[config.mk]
export PLATFORM = sky130hd
export DESIGN_NAME = pa_risc_trace_buffer_flat
export DESIGN_NICKNAME = d
export VERILOG_FILES = /design/src/rtl/pa_risc_trace_buffer_pkg.sv /design/src/rtl/pa_risc_trace_buffer_if.sv /design/src/rtl/pa_risc_trace_buffer_mem.sv /design/src/rtl/pa_risc_trace_buffer.sv /design/src/flat_wrapper.sv
export SDC_FILE = /design/constraint.sdc
export NUM_CORES = 1
export LEC_CHECK = 0
export ABC_AREA = 1
export BUFFER_PORTS_ARGS = -buffer_cell sky130_fd_sc_hd__buf_2
export CELL_PAD_IN_SITES_DETAIL_PLACEMENT = 2
export CELL_PAD_IN_SITES_GLOBAL_PLACEMENT = 2
export CORE_MARGIN = 2
export CORE_UTILIZATION = 40
export CTS_BUF_LIST = sky130_fd_sc_hd__clkbuf_16
export CTS_CLUSTER_SIZE = 12
export DETAILED_ROUTE_END_ITERATION = 8
export PLACE_DENSITY_LB_ADDON = 0.1
export SYNTH_ARGS = -nofsm -noshare
export SYNTH_HDL_FRONTEND = slang
export SYNTH_SLANG_ARGS = --single-unit
[constraint.sdc]
create_clock -name clk -period 4.5 [get_ports clk]
set_input_delay 0.675 -clock clk [delete_from_list [all_inputs] [get_ports clk]]
set_output_delay 0.675 -clock clk [all_outputs]
set_load 0.05 [all_outputs]
[src/rtl/pa_risc_trace_buffer_pkg.sv]
// Shared definitions for the PA_RISC trace buffer.
// Contents:
//   trace_state_e - FSM state encoding, also driven onto the state output
//   trace_mode_e  - trigger mode encoding; MODE_RSVD behaves as MODE_FILL
//   entry_w()     - width of one packed entry {pc, wb_en, wb_reg, wb_data}
package pa_risc_trace_buffer_pkg;

  typedef enum logic [1:0] {
    ST_IDLE = 2'd0,
    ST_PRE  = 2'd1,
    ST_POST = 2'd2,
    ST_DONE = 2'd3
  } trace_state_e;

  typedef enum logic [1:0] {
    MODE_FILL = 2'd0,
    MODE_PC   = 2'd1,
    MODE_REG  = 2'd2,
    MODE_RSVD = 2'd3
  } trace_mode_e;

  localparam int unsigned DEF_PC_W   = 32;
  localparam int unsigned DEF_DATA_W = 32;
  localparam int unsigned DEF_REG_AW = 5;
  localparam int unsigned DEF_DEPTH  = 16;

  // Entry layout, MSB first: pc | wb_en | wb_reg | wb_data
  function automatic int unsigned entry_w(int unsigned pc_w, int unsigned reg_aw,
                                          int unsigned data_w);
    return pc_w + 1 + reg_aw + data_w;
  endfunction

endpackage

[src/rtl/pa_risc_trace_buffer_if.sv]
// Bus interface of the trace buffer: control, pipeline observation and
// trace readout.
// Handshake: rd_valid/rd_ready. An entry transfers on a rising clk edge
// where rd_valid & rd_ready are both 1. While rd_valid=1 and rd_ready=0
// the rd_* fields hold stable. rd_valid does not depend on rd_ready.
// Modports:
//   slave  - the trace buffer (inputs: control + pipeline + rd_ready)
//   master - the pipeline/consumer side driving it
interface pa_risc_trace_buffer_if #(
  parameter int PC_W   = 32,
  parameter int DATA_W = 32,
  parameter int REG_AW = 5,
  parameter int DEPTH  = 16,
  parameter int CW     = $clog2(DEPTH) + 1
);
  logic              arm;
  logic [1:0]        mode;
  logic [PC_W-1:0]   trig_pc;
  logic [REG_AW-1:0] trig_reg;
  logic [CW-1:0]     post_cnt;
  logic              stall;
  logic [PC_W-1:0]   pc_in;
  logic              wb_en;
  logic [REG_AW-1:0] wb_reg;
  logic [DATA_W-1:0] wb_data;
  logic              rd_valid;
  logic              rd_ready;
  logic [PC_W-1:0]   rd_pc;
  logic              rd_wb_en;
  logic [REG_AW-1:0] rd_reg;
  logic [DATA_W-1:0] rd_data;
  logic [1:0]        state;
  logic              triggered;
  logic [CW-1:0]     count;

  modport slave (
    input  arm, mode, trig_pc, trig_reg, post_cnt, stall,
           pc_in, wb_en, wb_reg, wb_data, rd_ready,
    output rd_valid, rd_pc, rd_wb_en, rd_reg, rd_data, state, triggered, count
  );

  modport master (
    output arm, mode, trig_pc, trig_reg, post_cnt, stall,
           pc_in, wb_en, wb_reg, wb_data, rd_ready,
    input  rd_valid, rd_pc, rd_wb_en, rd_reg, rd_data, state, triggered, count
  );
endinterface

[src/rtl/pa_risc_trace_buffer_mem.sv]
// Trace storage: DEPTH x W register array, one synchronous write port and
// one asynchronous read port. Contents are not reset; the top gates the
// read data so stale contents never reach the outputs.
// Ports:
//   clk      - write clock
//   we_i     - write enable
//   waddr_i  - write address
//   wdata_i  - write data
//   raddr_i  - read address
//   rdata_o  - read data (combinational)
module pa_risc_trace_buffer_mem #(
  parameter int W     = 70,
  parameter int DEPTH = 16,
  parameter int AW    = $clog2(DEPTH)
) (
  input  logic          clk,
  input  logic          we_i,
  input  logic [AW-1:0] waddr_i,
  input  logic [W-1:0]  wdata_i,
  input  logic [AW-1:0] raddr_i,
  output logic [W-1:0]  rdata_o
);
  logic [W-1:0] mem_q [DEPTH];

  always_ff @(posedge clk) begin
    if (we_i) mem_q[waddr_i] <= wdata_i;
  end

  assign rdata_o = mem_q[raddr_i];
endmodule

[src/rtl/pa_risc_trace_buffer.sv]
// PA_RISC pipeline trace buffer. Captures {pc, wb_en, wb_reg, wb_data} once
// per unstalled cycle into a circular buffer, stops on fill / PC match /
// register-write match plus a post-trigger count, then streams the trace
// oldest-first over the rd_valid/rd_ready port.
// Ports:
//   clk   - clock, all state updates on the rising edge
//   reset - asynchronous active-high reset
//   bus   - pa_risc_trace_buffer_if.slave (control, pipeline, readout, status)
module pa_risc_trace_buffer
  import pa_risc_trace_buffer_pkg::*;
#(
  parameter int PC_W   = DEF_PC_W,
  parameter int DATA_W = DEF_DATA_W,
  parameter int REG_AW = DEF_REG_AW,
  parameter int DEPTH  = DEF_DEPTH,
  parameter int CW     = $clog2(DEPTH) + 1
) (
  input  logic                   clk,
  input  logic                   reset,
  pa_risc_trace_buffer_if.slave  bus
);
  localparam int AW = $clog2(DEPTH);
  localparam int EW = entry_w(PC_W, REG_AW, DATA_W);
  localparam logic [CW-1:0] DEPTH_C    = CW'(DEPTH);
  localparam logic [CW-1:0] POST_MAX_C = CW'(DEPTH - 1);

  trace_state_e  state_q, state_d;
  logic [AW-1:0] wptr_q, wptr_d;
  logic [AW-1:0] rptr_q, rptr_d;
  logic [CW-1:0] count_q, count_d;
  logic [CW-1:0] rem_q, rem_d;
  logic [CW-1:0] post_q, post_d;
  logic          trig_q, trig_d;

  trace_mode_e   mode_e;
  logic          capture, match, use_trig, go_done, rd_fire;
  logic [CW-1:0] count_inc, post_clamp;
  logic [EW-1:0] rdata;

  assign mode_e   = trace_mode_e'(bus.mode);
  assign use_trig = (mode_e == MODE_PC) || (mode_e == MODE_REG);
  // arm wins over a same-cycle capture: that sample is dropped.
  assign capture  = ((state_q == ST_PRE) || (state_q == ST_POST)) && !bus.stall && !bus.arm;
  assign count_inc  = (count_q == DEPTH_C) ? count_q : count_q + 1'b1;
  assign post_clamp = (bus.post_cnt > POST_MAX_C) ? POST_MAX_C : bus.post_cnt;
  assign rd_fire    = bus.rd_valid && bus.rd_ready;

  always_comb begin
    match = 1'b0;
    case (mode_e)
      MODE_PC:  match = (bus.pc_in == bus.trig_pc);
      MODE_REG: match = bus.wb_en && (bus.wb_reg == bus.trig_reg);
      default:  match = 1'b0;
    endcase
  end

  always_comb begin
    state_d = state_q;
    wptr_d  = wptr_q;
    rptr_d  = rptr_q;
    count_d = count_q;
    rem_d   = rem_q;
    post_d  = post_q;
    trig_d  = trig_q;
    go_done = 1'b0;
    if (bus.arm) begin
      state_d = ST_PRE;
      wptr_d  = '0;
      count_d = '0;
      rem_d   = '0;
      post_d  = '0;
      trig_d  = 1'b0;
    end else begin
      case (state_q)
        ST_PRE: begin
          if (capture) begin
            wptr_d  = wptr_q + 1'b1;
            count_d = count_inc;
            if (use_trig) begin
              if (match) begin
                trig_d = 1'b1;
                post_d = post_clamp;
                if (post_clamp == '0) go_done = 1'b1;
                else                  state_d = ST_POST;
              end
            end else if (count_inc == DEPTH_C) begin
              go_done = 1'b1;
            end
          end
        end
        ST_POST: begin
          // post_q is at least 1 whenever POST is entered.
          if (capture) begin
            wptr_d  = wptr_q + 1'b1;
            count_d = count_inc;
            post_d  = post_q - 1'b1;
            if (post_q == CW'(1)) go_done = 1'b1;
          end
        end
        ST_DONE: begin
          if (rd_fire) begin
            rptr_d = rptr_q + 1'b1;
            rem_d  = rem_q - 1'b1;
          end
        end
        default: ;
      endcase
      // Oldest entry sits count positions behind the write pointer;
      // with a full buffer that is the write pointer itself.
      if (go_done) begin
        state_d = ST_DONE;
        rptr_d  = wptr_d - count_d[AW-1:0];
        rem_d   = count_d;
      end
    end
  end

  always_ff @(posedge clk or posedge reset) begin
    if (reset) begin
      state_q <= ST_IDLE;
      wptr_q  <= '0;
      rptr_q  <= '0;
      count_q <= '0;
      rem_q   <= '0;
      post_q  <= '0;
      trig_q  <= 1'b0;
    end else begin
      state_q <= state_d;
      wptr_q  <= wptr_d;
      rptr_q  <= rptr_d;
      count_q <= count_d;
      rem_q   <= rem_d;
      post_q  <= post_d;
      trig_q  <= trig_d;
    end
  end

  pa_risc_trace_buffer_mem #(.W(EW), .DEPTH(DEPTH), .AW(AW)) u_mem (
    .clk     (clk),
    .we_i    (capture),
    .waddr_i (wptr_q),
    .wdata_i ({bus.pc_in, bus.wb_en, bus.wb_reg, bus.wb_data}),
    .raddr_i (rptr_q),
    .rdata_o (rdata)
  );

  assign bus.rd_valid  = (state_q == ST_DONE) && (rem_q != '0);
  // Zero the fields when no entry is offered so unreset memory never shows.
  assign {bus.rd_pc, bus.rd_wb_en, bus.rd_reg, bus.rd_data} = bus.rd_valid ? rdata : '0;
  assign bus.state     = state_q;
  assign bus.triggered = trig_q;
  assign bus.count     = count_q;
endmodule

[src/flat_wrapper.sv]
// flat-port wrapper written by rule: the top's interface ports become plain ports
module pa_risc_trace_buffer_flat import pa_risc_trace_buffer_pkg::*;
#(
  parameter int PC_W   = DEF_PC_W,
  parameter int DATA_W = DEF_DATA_W,
  parameter int REG_AW = DEF_REG_AW,
  parameter int DEPTH  = DEF_DEPTH,
  parameter int CW     = $clog2(DEPTH) + 1
)
  (clk, reset, bus_arm, bus_mode, bus_trig_pc, bus_trig_reg, bus_post_cnt, bus_stall, bus_pc_in, bus_wb_en, bus_wb_reg, bus_wb_data, bus_rd_ready, bus_rd_valid, bus_rd_pc, bus_rd_wb_en, bus_rd_reg, bus_rd_data, bus_state, bus_triggered, bus_count);
  pa_risc_trace_buffer_if #(.PC_W(PC_W), .DATA_W(DATA_W), .REG_AW(REG_AW), .DEPTH(DEPTH), .CW(CW)) bus_i ();
  input  logic clk;
  input  logic reset;
  input wire logic [$bits(bus_i.arm)-1:0] bus_arm;
  input wire logic [$bits(bus_i.mode)-1:0] bus_mode;
  input wire logic [$bits(bus_i.trig_pc)-1:0] bus_trig_pc;
  input wire logic [$bits(bus_i.trig_reg)-1:0] bus_trig_reg;
  input wire logic [$bits(bus_i.post_cnt)-1:0] bus_post_cnt;
  input wire logic [$bits(bus_i.stall)-1:0] bus_stall;
  input wire logic [$bits(bus_i.pc_in)-1:0] bus_pc_in;
  input wire logic [$bits(bus_i.wb_en)-1:0] bus_wb_en;
  input wire logic [$bits(bus_i.wb_reg)-1:0] bus_wb_reg;
  input wire logic [$bits(bus_i.wb_data)-1:0] bus_wb_data;
  input wire logic [$bits(bus_i.rd_ready)-1:0] bus_rd_ready;
  output wire logic [$bits(bus_i.rd_valid)-1:0] bus_rd_valid;
  output wire logic [$bits(bus_i.rd_pc)-1:0] bus_rd_pc;
  output wire logic [$bits(bus_i.rd_wb_en)-1:0] bus_rd_wb_en;
  output wire logic [$bits(bus_i.rd_reg)-1:0] bus_rd_reg;
  output wire logic [$bits(bus_i.rd_data)-1:0] bus_rd_data;
  output wire logic [$bits(bus_i.state)-1:0] bus_state;
  output wire logic [$bits(bus_i.triggered)-1:0] bus_triggered;
  output wire logic [$bits(bus_i.count)-1:0] bus_count;
  assign bus_i.arm = bus_arm;
  assign bus_i.mode = bus_mode;
  assign bus_i.trig_pc = bus_trig_pc;
  assign bus_i.trig_reg = bus_trig_reg;
  assign bus_i.post_cnt = bus_post_cnt;
  assign bus_i.stall = bus_stall;
  assign bus_i.pc_in = bus_pc_in;
  assign bus_i.wb_en = bus_wb_en;
  assign bus_i.wb_reg = bus_wb_reg;
  assign bus_i.wb_data = bus_wb_data;
  assign bus_i.rd_ready = bus_rd_ready;
  assign bus_rd_valid = bus_i.rd_valid;
  assign bus_rd_pc = bus_i.rd_pc;
  assign bus_rd_wb_en = bus_i.rd_wb_en;
  assign bus_rd_reg = bus_i.rd_reg;
  assign bus_rd_data = bus_i.rd_data;
  assign bus_state = bus_i.state;
  assign bus_triggered = bus_i.triggered;
  assign bus_count = bus_i.count;
  pa_risc_trace_buffer #(.PC_W(PC_W), .DATA_W(DATA_W), .REG_AW(REG_AW), .DEPTH(DEPTH), .CW(CW)) u_core (.clk(clk), .reset(reset), .bus(bus_i));
endmodule
==> metrics, run 1 <==
I/O Buffers 197; Post-synth EDFFs 1120; fillers 10.98k; setup ws final 0.1532 ns; Die Area 116500 um2; Die Width 341.3 um; max-cap violation count 0; GR peak layer met2; CTS Buf Count 130; CTS H-tree lvls 4; Layout Area Growth over Synthesis 15.04%; mapped cell area 45520 um2; Boundary Pins 198; WP data arrival 3.67 ns; Via density 5.928; initial core utilization about 40%; nets 3664; met2 Use GR 45.94%; TNS Setup 0 ns; post-place setup slack 0.6512 ns; Mapped Cells 3369; DR WL/cell 29.68 um; post-DP HPWL 77050 um; clk_lat worst skew 0.74 ns; RSZ-0062 raised after global routing false; WHS 0.3092 ns; Root Driver clkbuf_16; FMAX 230.1 MHz; Routed WL 152100 um; synthesis-stage register bit count 1146; CTS resizes 0; worst hold-check path type in2reg; Post-synth ARST share approximately 2.3%; initial antenna violation count 12; clk sinks 1146; row count ~120; grt ovf 0; Antenna Nets Post-Route 0; RePlAce Congestion 0.7422; Worst Clk Skew 0.01874 ns; register area share after synthesis between 70 and 80%; Die H approximately 340 um; Max IR drop VDD 0.4514 mV; pin count of the biggest net entering global routing around 170; Synth cell types 32; worst relative slew slack between 20% and 30%; Reg clk slew, reported paths 0.06 ns; met1 Usage GRT 33.91%; vias in the first global route 33.70k; Synth Area per Inst 13.51 um2; global-route wire length before repair 225100 um; minimum clock period between 4 and 5 ns; status complete, no violations; final hold violation count 0; setup bufs post-CTS 0; core box area between 100000 and 150000 um2; Setup crit end kind primary output; first-pass iteration count of the detailed router 5; Synth Warn # 0; syn nets 3507; deepest clock path buffer count 3; endpoints failing setup 0; GRT met3 Usage 3.617%; critical setup path kind reg2out; WP data required 3.83 ns; crit share post-route 96.59%; layout cell share with drive strength beyond 1 roughly an eighth; final slew viol count 0; Initial DRC Count 2474; Remaining DRCs 0; critical path peak fanout 49; worst slew pin tran 1.056 ns; cts hold-fix bufs 1; CTS tree built; Most used DFF post-synth edfxtp_1; via count 30.39k; Power Dens Cells 608.4 nW/um2; global-route usage over all layers between 20% and 30%; Startpoint Class flip-flop; leakage power total roughly 17 nW
==> synthesized netlist by cell type (19+ instances only) <==
cell type,count,area share [%]
edfxtp_1,1120,74
nor2_1,611,5.0
o21ai_0,583,6.4
clkbuf_1,196,1.6
o221ai_1,194,3.7
nand2_1,107,0.88
o22ai_1,91,1.3
o211ai_1,87,1.4
a21oi_1,79,0.87
nand3_1,74,0.81
inv_1,70,0.58
buf_2,32,0.35
dfrtp_1,26,1.4
xor2_1,19,0.37
==> worst max-delay path, stage by stage, from the launching register on <==
cell	delay (ns)
dfrtp_4	0.66
inv_6	0.45
buf_4	0.41
o21ai_0	0.18
o221ai_1	0.23
o211ai_1	0.15
a21oi_1	0.45
buf_2	0.36
==> power breakdown <==
| group | internal [mW] | switching (mW) |
|---|---|---|
| clock | 5.49 | 4.34 |
| sequential | 11.9 | 0.181 |
| combinational | 2.68 | 7.27 |
| total | 20.1 | 11.8 |
==> path summary, 6_finish.rpt <==
kind / startpoint / to / slack [ns] / depth (start not counted)
setup / recovery: u_core.rptr_q[1] / bus_rd_data[4] / 0.15 / 7
hold / removal: bus_stall / u_core.bus.state[1] / 0.31 / 4
setup reg to reg: u_core.bus.state[0] / u_core.u_mem.mem_q[7][26] / 0.92 / 8
hold reg to reg: u_core.post_q[4] / u_core.post_q[4] / 0.51 / 2
max in group asynchronous: reset / u_core.rptr_q[0] / 3.61 / 4
min in group asynchronous: reset / u_core.post_q[1] / 0.55 / 4
==> placed cells by master, fill, tap and decap left out, types with 16 or more instances in the layout <==
cell type / instances
xor2_1: 19
o211ai_1: 87
clkinv_2: 20
o221ai_1: 194
edfxtp_1: 1120
buf_12: 29
ha_1: 18
inv_1: 97
nor2_4: 16
a21oi_1: 79
nor2_1: 595
nand3_1: 74
clkbuf_16: 132
dfrtp_1: 22
o21ai_0: 583
nand2_1: 106
o22ai_1: 91
buf_4: 42
clkinv_1: 38
buf_2: 197
==> through the flow <==
step / total power [mW] / utilization [%] / instances / instance area (um2)
2_1_floorplan: 18.47 / - / 3369 / 45530
3_5_place_dp: 22.23 / 43.03 / 4893 / 48480
4_1_cts: 32.17 / 46.48 / 5124 / 52360
3_3_place_gp: 21.68 / 43.03 / 4893 / 48480
6_report: 31.86 / 46.49 / 5126 / 52370
5_1_grt: 33.39 / 46.48 / 5125 / 52370
==> sequential cells by signal (all words and copies together), names as in the netlist <==
signal	count
u_core.rptr_q	4
u_core.post_q	5
u_core.bus.triggered	1
u_core.bus.state	2
u_core.u_mem.mem_q	1120
u_core.wptr_q	4
u_core.bus.count	5
u_core.rem_q	5
==> area by class of cell <==
class	instances	area (um2)	share of cell area, %
diodes	2	5.005	0.009557
clock buffers	132	3303	6.308
clock inverters	98	574.3	1.097
inverters	74	294.0	0.5615
multi-input cells	1905	10120	19.33
flip-flops and latches	1146	34300	65.49
well taps	1500	1877	3.584
repair buffers	269	1892	3.613
==> kinds of logic (layout without fill, tap and decap cells) <==
family / after synthesis / after routing / synth area share, %
compound gates: 1052 / 1052 / 13.94
xor+xnor: 30 / 30 / 0.5772
fa+ha+maj: 19 / 19 / 0.5387
buf+inv: 318 / 573 / 2.727
flops: 1146 / 1146 / 75.31
other cells: 0 / 2 / 0
simple gates: 804 / 804 / 6.910
==> per-layer routing <==
layer	up-vias	wire length (um)
met1	16320	65000
li1	13110	-
met2	740	78330
met5	-	0
met3	214	5885
met4	0	2901
Power figures use the tool's default switching activity.
==> run 2: changes to the inputs <==
- BUFFER_PORTS_ARGS: -buffer_cell sky130_fd_sc_hd__buf_2 -> -buffer_cell sky130_fd_sc_hd__clkbuf_2
- CTS_CLUSTER_SIZE: 12 -> 16
- SETUP_SLACK_MARGIN: default -> 0.3
==> metrics, run 2 (synthesized netlist as in run 1, its figures left out) <==
Initial DRC Count 2483 (+0.36%); Remaining DRCs 0 (unchanged); final hold violation count 0 (unchanged); WHS 0.3294 ns (+0.02023 ns); critical path peak fanout 40 (-18%); NetSw 11.90 mW (+0.92%); Biggest register u_core.u_mem.mem_q; DR WL/cell 30.10 um (+1.4%); clk sinks 1146 (unchanged); row count 123 (unchanged); vias in the first global route 33.76k (+0.17%); Power Dens Cells 612.1 nW/um2 (+0.61%); Layout Utilization 46.76% (+0.27 points); critical setup path kind reg2out; deepest clock path buffer count 3 (unchanged); FMAX 247.0 MHz (+7.4%); crit share post-route 89.97% (-6.6 points); nets 3670 (+0.16%); endpoints failing setup 0 (unchanged); Boundary Pins 198 (unchanged); Via density 5.913 (-0.25%); initial core utilization 40.41% (unchanged); worst slew pin tran 1.104 ns (+0.04841 ns); I/O Buffers 197 (unchanged); global-route usage over all layers 26.08% (about the same); WP data arrival 3.37 ns (-0.30 ns); FF-to-FF setup slack 1.25 ns (+0.33 ns); CTS H-tree lvls 4 (unchanged); Max IR drop VDD 0.5348 mV (+18%); clk_lat worst skew 0.74 ns (about the same); pin count of the biggest net entering global routing 174 (+5.5%); grt ovf 0 (unchanged); Layout Area Growth over Synthesis 15.71%; crit path to bus_rd_pc[23]; fillers 10.89k (-0.77%); R2R depth 8 (unchanged); Worst Clk Skew 0.01875 ns (+0.00001390 ns); minimum clock period 4.049 ns (-0.2981 ns); Die Width 341.3 um (unchanged); Die H 341.3 um (unchanged); RR Endpoint u_core.u_mem.mem_q[8][25]; WP data required 3.83 ns (about the same); crit path launch u_core.rptr_q[1]; final slew viol count 0 (unchanged); Combinational Power Share 31.6% (+0.4 points); RePlAce Congestion 0.7282 (-1.9%); post-DP HPWL 76940 um (-0.15%); CTS Buf Count 130 (unchanged); core box area 112700 um2 (unchanged); Die Area 116500 um2 (unchanged); Reg clk slew, reported paths 0.06 ns (about the same); commonest non-fill, non-tap cell in the layout edfxtp_1; max reg flops 1120 (unchanged); status complete, no violations; leakage power total 17.25 nW (+0.37%); clock share of power 30.6% (-0.3 points); Root Driver clkbuf_16; worst hold-check path type in2reg; max-cap violation count 0 (unchanged); RSZ-0062 raised after global routing false; global-route wire length before repair 224500 um (-0.27%); via count 30.33k (-0.19%); most frequent cells in the layout 1120 x edfxtp_1, 595 x nor2_1, 583 x o21ai_0; Antenna Nets Post-Route 0 (unchanged); layout cell share with drive strength beyond 1 12.87% (+0.096 points); Startpoint Class flip-flop; internal power 20.34 mW (+1.4%); Net Sw Frac 36.91% (-0.10 points); hold_sp bus_stall; setup ws final 0.4514 ns (+0.2981 ns); initial antenna violation count 5 (-7); worst relative slew slack 26.38% (-3.2 points); Routed WL 154400 um (+1.5%); first-pass iteration count of the detailed router 5 (unchanged); r2r startpoint u_core.bus.state[0]; CTS tree built; post-place setup slack 0.6324 ns (-0.01878 ns); Reg power frac 37.8% (about the same); Setup crit end kind primary output
==> run 2: cell types whose count changed in the layout (fill, tap and decap cells not counted), moves of 2 or more <==
cell       change
buf_16         +3
buf_6          +2
inv_6          -4
clkbuf_2     +194
clkbuf_16      +8
clkinv_2       -2
buf_4          -8
clkinv_8       -4
buf_12         +9
buf_2        -196
==> run 2: power groups by stage <==
stage	Combinational, mW	Sequential (mW)	Clock [mW]
final	10.2	12.2	9.86
after global routing	11.1	12.2	10.4
after CTS	10.0	12.2	10.1
after detailed placement	9.88	12.4	0
after global placement	9.26	12.4	0
after floorplan	6.26	12.2	0
==> run 2: worst min path at each step <==
stage,slack [ns],to,cells past startpoint
3_3_place_gp,0.48,u_core.post_q[4],2
5_1_grt,0.35,u_core.u_mem.mem_q[11][11],1
6_report,0.33,u_core.bus.state[1],4
3_5_place_dp,0.48,u_core.post_q[4],2
4_1_cts,0.28,u_core.bus.state[1],4
2_1_floorplan,0.45,u_core.rem_q[1],2
==> run 2: critical path: stages (launching register included) <==
cell and delay, ns:
dfrtp_4 0.64, inv_8 0.25, buf_12 0.29, buf_12 0.23
o21ai_0 0.12, o221ai_1 0.20, o211ai_1 0.15, a21oi_1 0.36
buf_2 0.34
==> run 2: layout make-up <==
cell class              count  area (um2)  share of cell area (%)
clock buffers             138        3453                   6.556
inverters                  74       315.3                  0.5986
multi-input cells        1905       10130                   19.23
diodes                      1       2.502                0.004751
flip-flops and latches   1146       34300                   65.11
clock inverters            90       442.9                  0.8409
well taps                1500        1877                   3.563
repair buffers            275        2157                   4.095
==> run 2: timing repair <==
action                                 CTS  global route
hold buffers                             1             0
setup endpoints to repair               12            49
endpoints found under the hold margin   26             0
gates cloned                             0             2
resized for setup                        2             8
setup buffers                            0             5
==> run 2: metrics by stage <==
stage               TNS, ns  std cells  power [mW]  area [um2]
detailed placement        0       4892       22.31       48590
global route              0       5129       33.77       52670
global placement          0       4892       21.67       48590
CTS                       0       5121       32.29       52510
finish                    0       5129       32.24       52670
floorplan           -657.90       3369       18.47       45530
==> run 2: layer usage <==
layer,track usage [%],routed length [um]
met1,33.29,64930
met2,46.28,79230
met3,3.678,6747
met4,7.333,3488
met5,0,13
==> run 3: changes to the inputs <==
==> constraint.sdc (replaced) <==
create_clock -name clk -period 4.5 [get_ports clk]
set_input_delay 0.45 -clock clk [delete_from_list [all_inputs] [get_ports clk]]
set_output_delay 0.45 -clock clk [all_outputs]
set_load 0.05 [all_outputs]
==> metrics, run 3 (synthesized netlist as in run 1, its figures left out) <==
final hold violation count 0 (unchanged); WHS 0.1000 ns (-0.2294 ns); Layout Utilization 46.90% (+0.14 points); Worst Clk Skew 0.02524 ns (+0.006485 ns); area occupied by multi-input gates 10120 um2 (about the same); CTS H-tree lvls 4 (unchanged); Root Driver clkbuf_16; vias in the first global route 33.60k (-0.45%); clk_lat worst skew 0.75 ns (about the same); RSZ-0062 raised after global routing false; CP max-delay cell dfrtp_4; core box area 112700 um2 (unchanged); RePlAce Congestion 0.7488 (+2.8%); pin count of the biggest net entering global routing 233 (+34%); via count 30.53k (+0.67%); post-DP HPWL 83310 um (+8.3%); TNS Setup 0 ns (unchanged); Power Dens Cells 605.7 nW/um2 (-1.1%); row count 123 (unchanged); Reg clk slew, reported paths 0.05 ns (about the same); max-cap violation count 0 (unchanged); Die H 341.3 um (unchanged); Layout Area Growth over Synthesis 16.06%; commonest non-fill, non-tap cell in the layout edfxtp_1; Reg power frac 38.2% (+0.4 points); Via density 5.927 (+0.24%); CP cell instances inv_6, buf_12, buf_4, o21ai_0, o221ai_1, nand3_1, a21oi_1, clkbuf_2; crit share post-route 89.21% (-0.76 points); grt ovf 0 (unchanged); setup ws final 0.4854 ns (+0.03398 ns); worst hold-check path type in2reg; worst slew pin tran 1.067 ns (-0.03701 ns); FMAX 249.1 MHz (+0.85%); CP max stage delay 0.71 ns (+0.07 ns); initial core utilization 40.41% (unchanged); leakage power total 17.35 nW (+0.56%); family with the most delay on the worst path buffers and inverters; Die Area 116500 um2 (unchanged); internal power 20.08 mW (-1.3%); Antenna Nets Post-Route 0 (unchanged); clock share of power 30.9% (+0.3 points); global-route usage over all layers 26.26% (+0.18 points); CTS tree built; clk sinks 1146 (unchanged); deepest clock path buffer count 3 (unchanged); first-pass iteration count of the detailed router 5 (unchanged); critical setup path kind reg2out; Routed WL 155400 um (+0.66%); Net Sw Frac 37.25% (+0.34 points); CP bufs+invs 4 (unchanged); minimum clock period 4.015 ns (-0.03398 ns); max reg flops 1120 (unchanged); status complete, no violations; initial antenna violation count 8 (+3); NetSw 11.92 mW (+0.15%); Combinational Power Share 30.9% (-0.7 points); FF-to-FF setup slack 0.99 ns (-0.26 ns); WP data arrival 3.56 ns (+0.19 ns); CTS Buf Count 131 (+0.77%); final slew viol count 0 (unchanged); fillers 10.82k (-0.65%); endpoints failing setup 0 (unchanged); Setup crit end kind primary output; Biggest register u_core.u_mem.mem_q; DR WL/cell 30.17 um (+0.23%); Remaining DRCs 0 (unchanged); Die Width 341.3 um (unchanged); layout cell share with drive strength beyond 1 13.11% (+0.23 points); WP data required 4.05 ns (+0.22 ns); worst relative slew slack 28.68% (+2.3 points); FF/Latch Area 34300 um2 (unchanged); Boundary Pins 198 (unchanged); Startpoint Class flip-flop; nets 3682 (+0.33%); I/O Buffers 197 (unchanged); critical path peak fanout 79 (+98%); most frequent cells in the layout 1120 x edfxtp_1, 595 x nor2_1, 583 x o21ai_0; Initial DRC Count 2480 (-0.12%); Max IR drop VDD 0.5351 mV (about the same); post-place setup slack 0.7931 ns (+0.1607 ns); global-route wire length before repair 224800 um (+0.16%)
run 3: timing repair:
action / in CTS / in global routing
setup endpoints to repair: 0 / 8
setup buffers: 0 / 1
resized for setup: 0 / 2
hold buffers: 1 / 0
hold endpoints to repair: 26 / 0
run 3: worst paths after layout:
| path | end | from | cells after the start |
|---|---|---|---|
| max | bus_rd_pc[14] | u_core.rptr_q[1] | 8 |
| min reg2reg | u_core.post_q[4] | u_core.post_q[4] | 2 |
| max in group asynchronous | u_core.rptr_q[2] | reset | 4 |
| min in group asynchronous | u_core.bus.count[4] | reset | 4 |
| max reg2reg | u_core.rptr_q[3] | u_core.bus.state[0] | 13 |
| min | u_core.bus.state[1] | bus_stall | 4 |
run 3: routing by layer:
| metal | global-route usage, % | wire length (um) |
|---|---|---|
| met3 | 3.783 | 7045 |
| met5 | 0 | 13 |
| met2 | 45.03 | 78640 |
| met4 | 9.655 | 4753 |
| met1 | 33.95 | 64980 |
run 3: power by group through the flow:
stage / Clock, mW / Sequential, mW / Combinational (mW)
6_report: 9.89 / 12.2 / 9.90
2_1_floorplan: 0 / 12.2 / 6.26
4_1_cts: 10.1 / 12.2 / 9.85
3_3_place_gp: 0 / 12.4 / 9.16
3_5_place_dp: 0 / 12.5 / 9.70
5_1_grt: 10.5 / 12.2 / 10.8
run 3: layout make-up:
type | instances | area share [%]
flip-flops and latches | 1146 | 64.92
clock inverters | 101 | 1.018
well taps | 1500 | 3.552
clock buffers | 135 | 6.394
repair buffers | 286 | 4.367
diodes | 4 | 0.01895
inverters | 74 | 0.5660
multi-input cells | 1905 | 19.16
run 3: through the flow:
stage          area, um2  total power [mW]  std cells
2_1_floorplan      45530             18.47       3369
3_3_place_gp       48840             21.60       4908
3_5_place_dp       48840             22.16       4908
4_1_cts            52760             32.15       5145
5_1_grt            52830             33.48       5151
6_report           52830             32.00       5151
run 3: tightest hold or removal path: stages:
cell	delay, ns
clkbuf_2	0.08
nor2_1	0.09
nand4_1	0.11
nand2_1	0.05
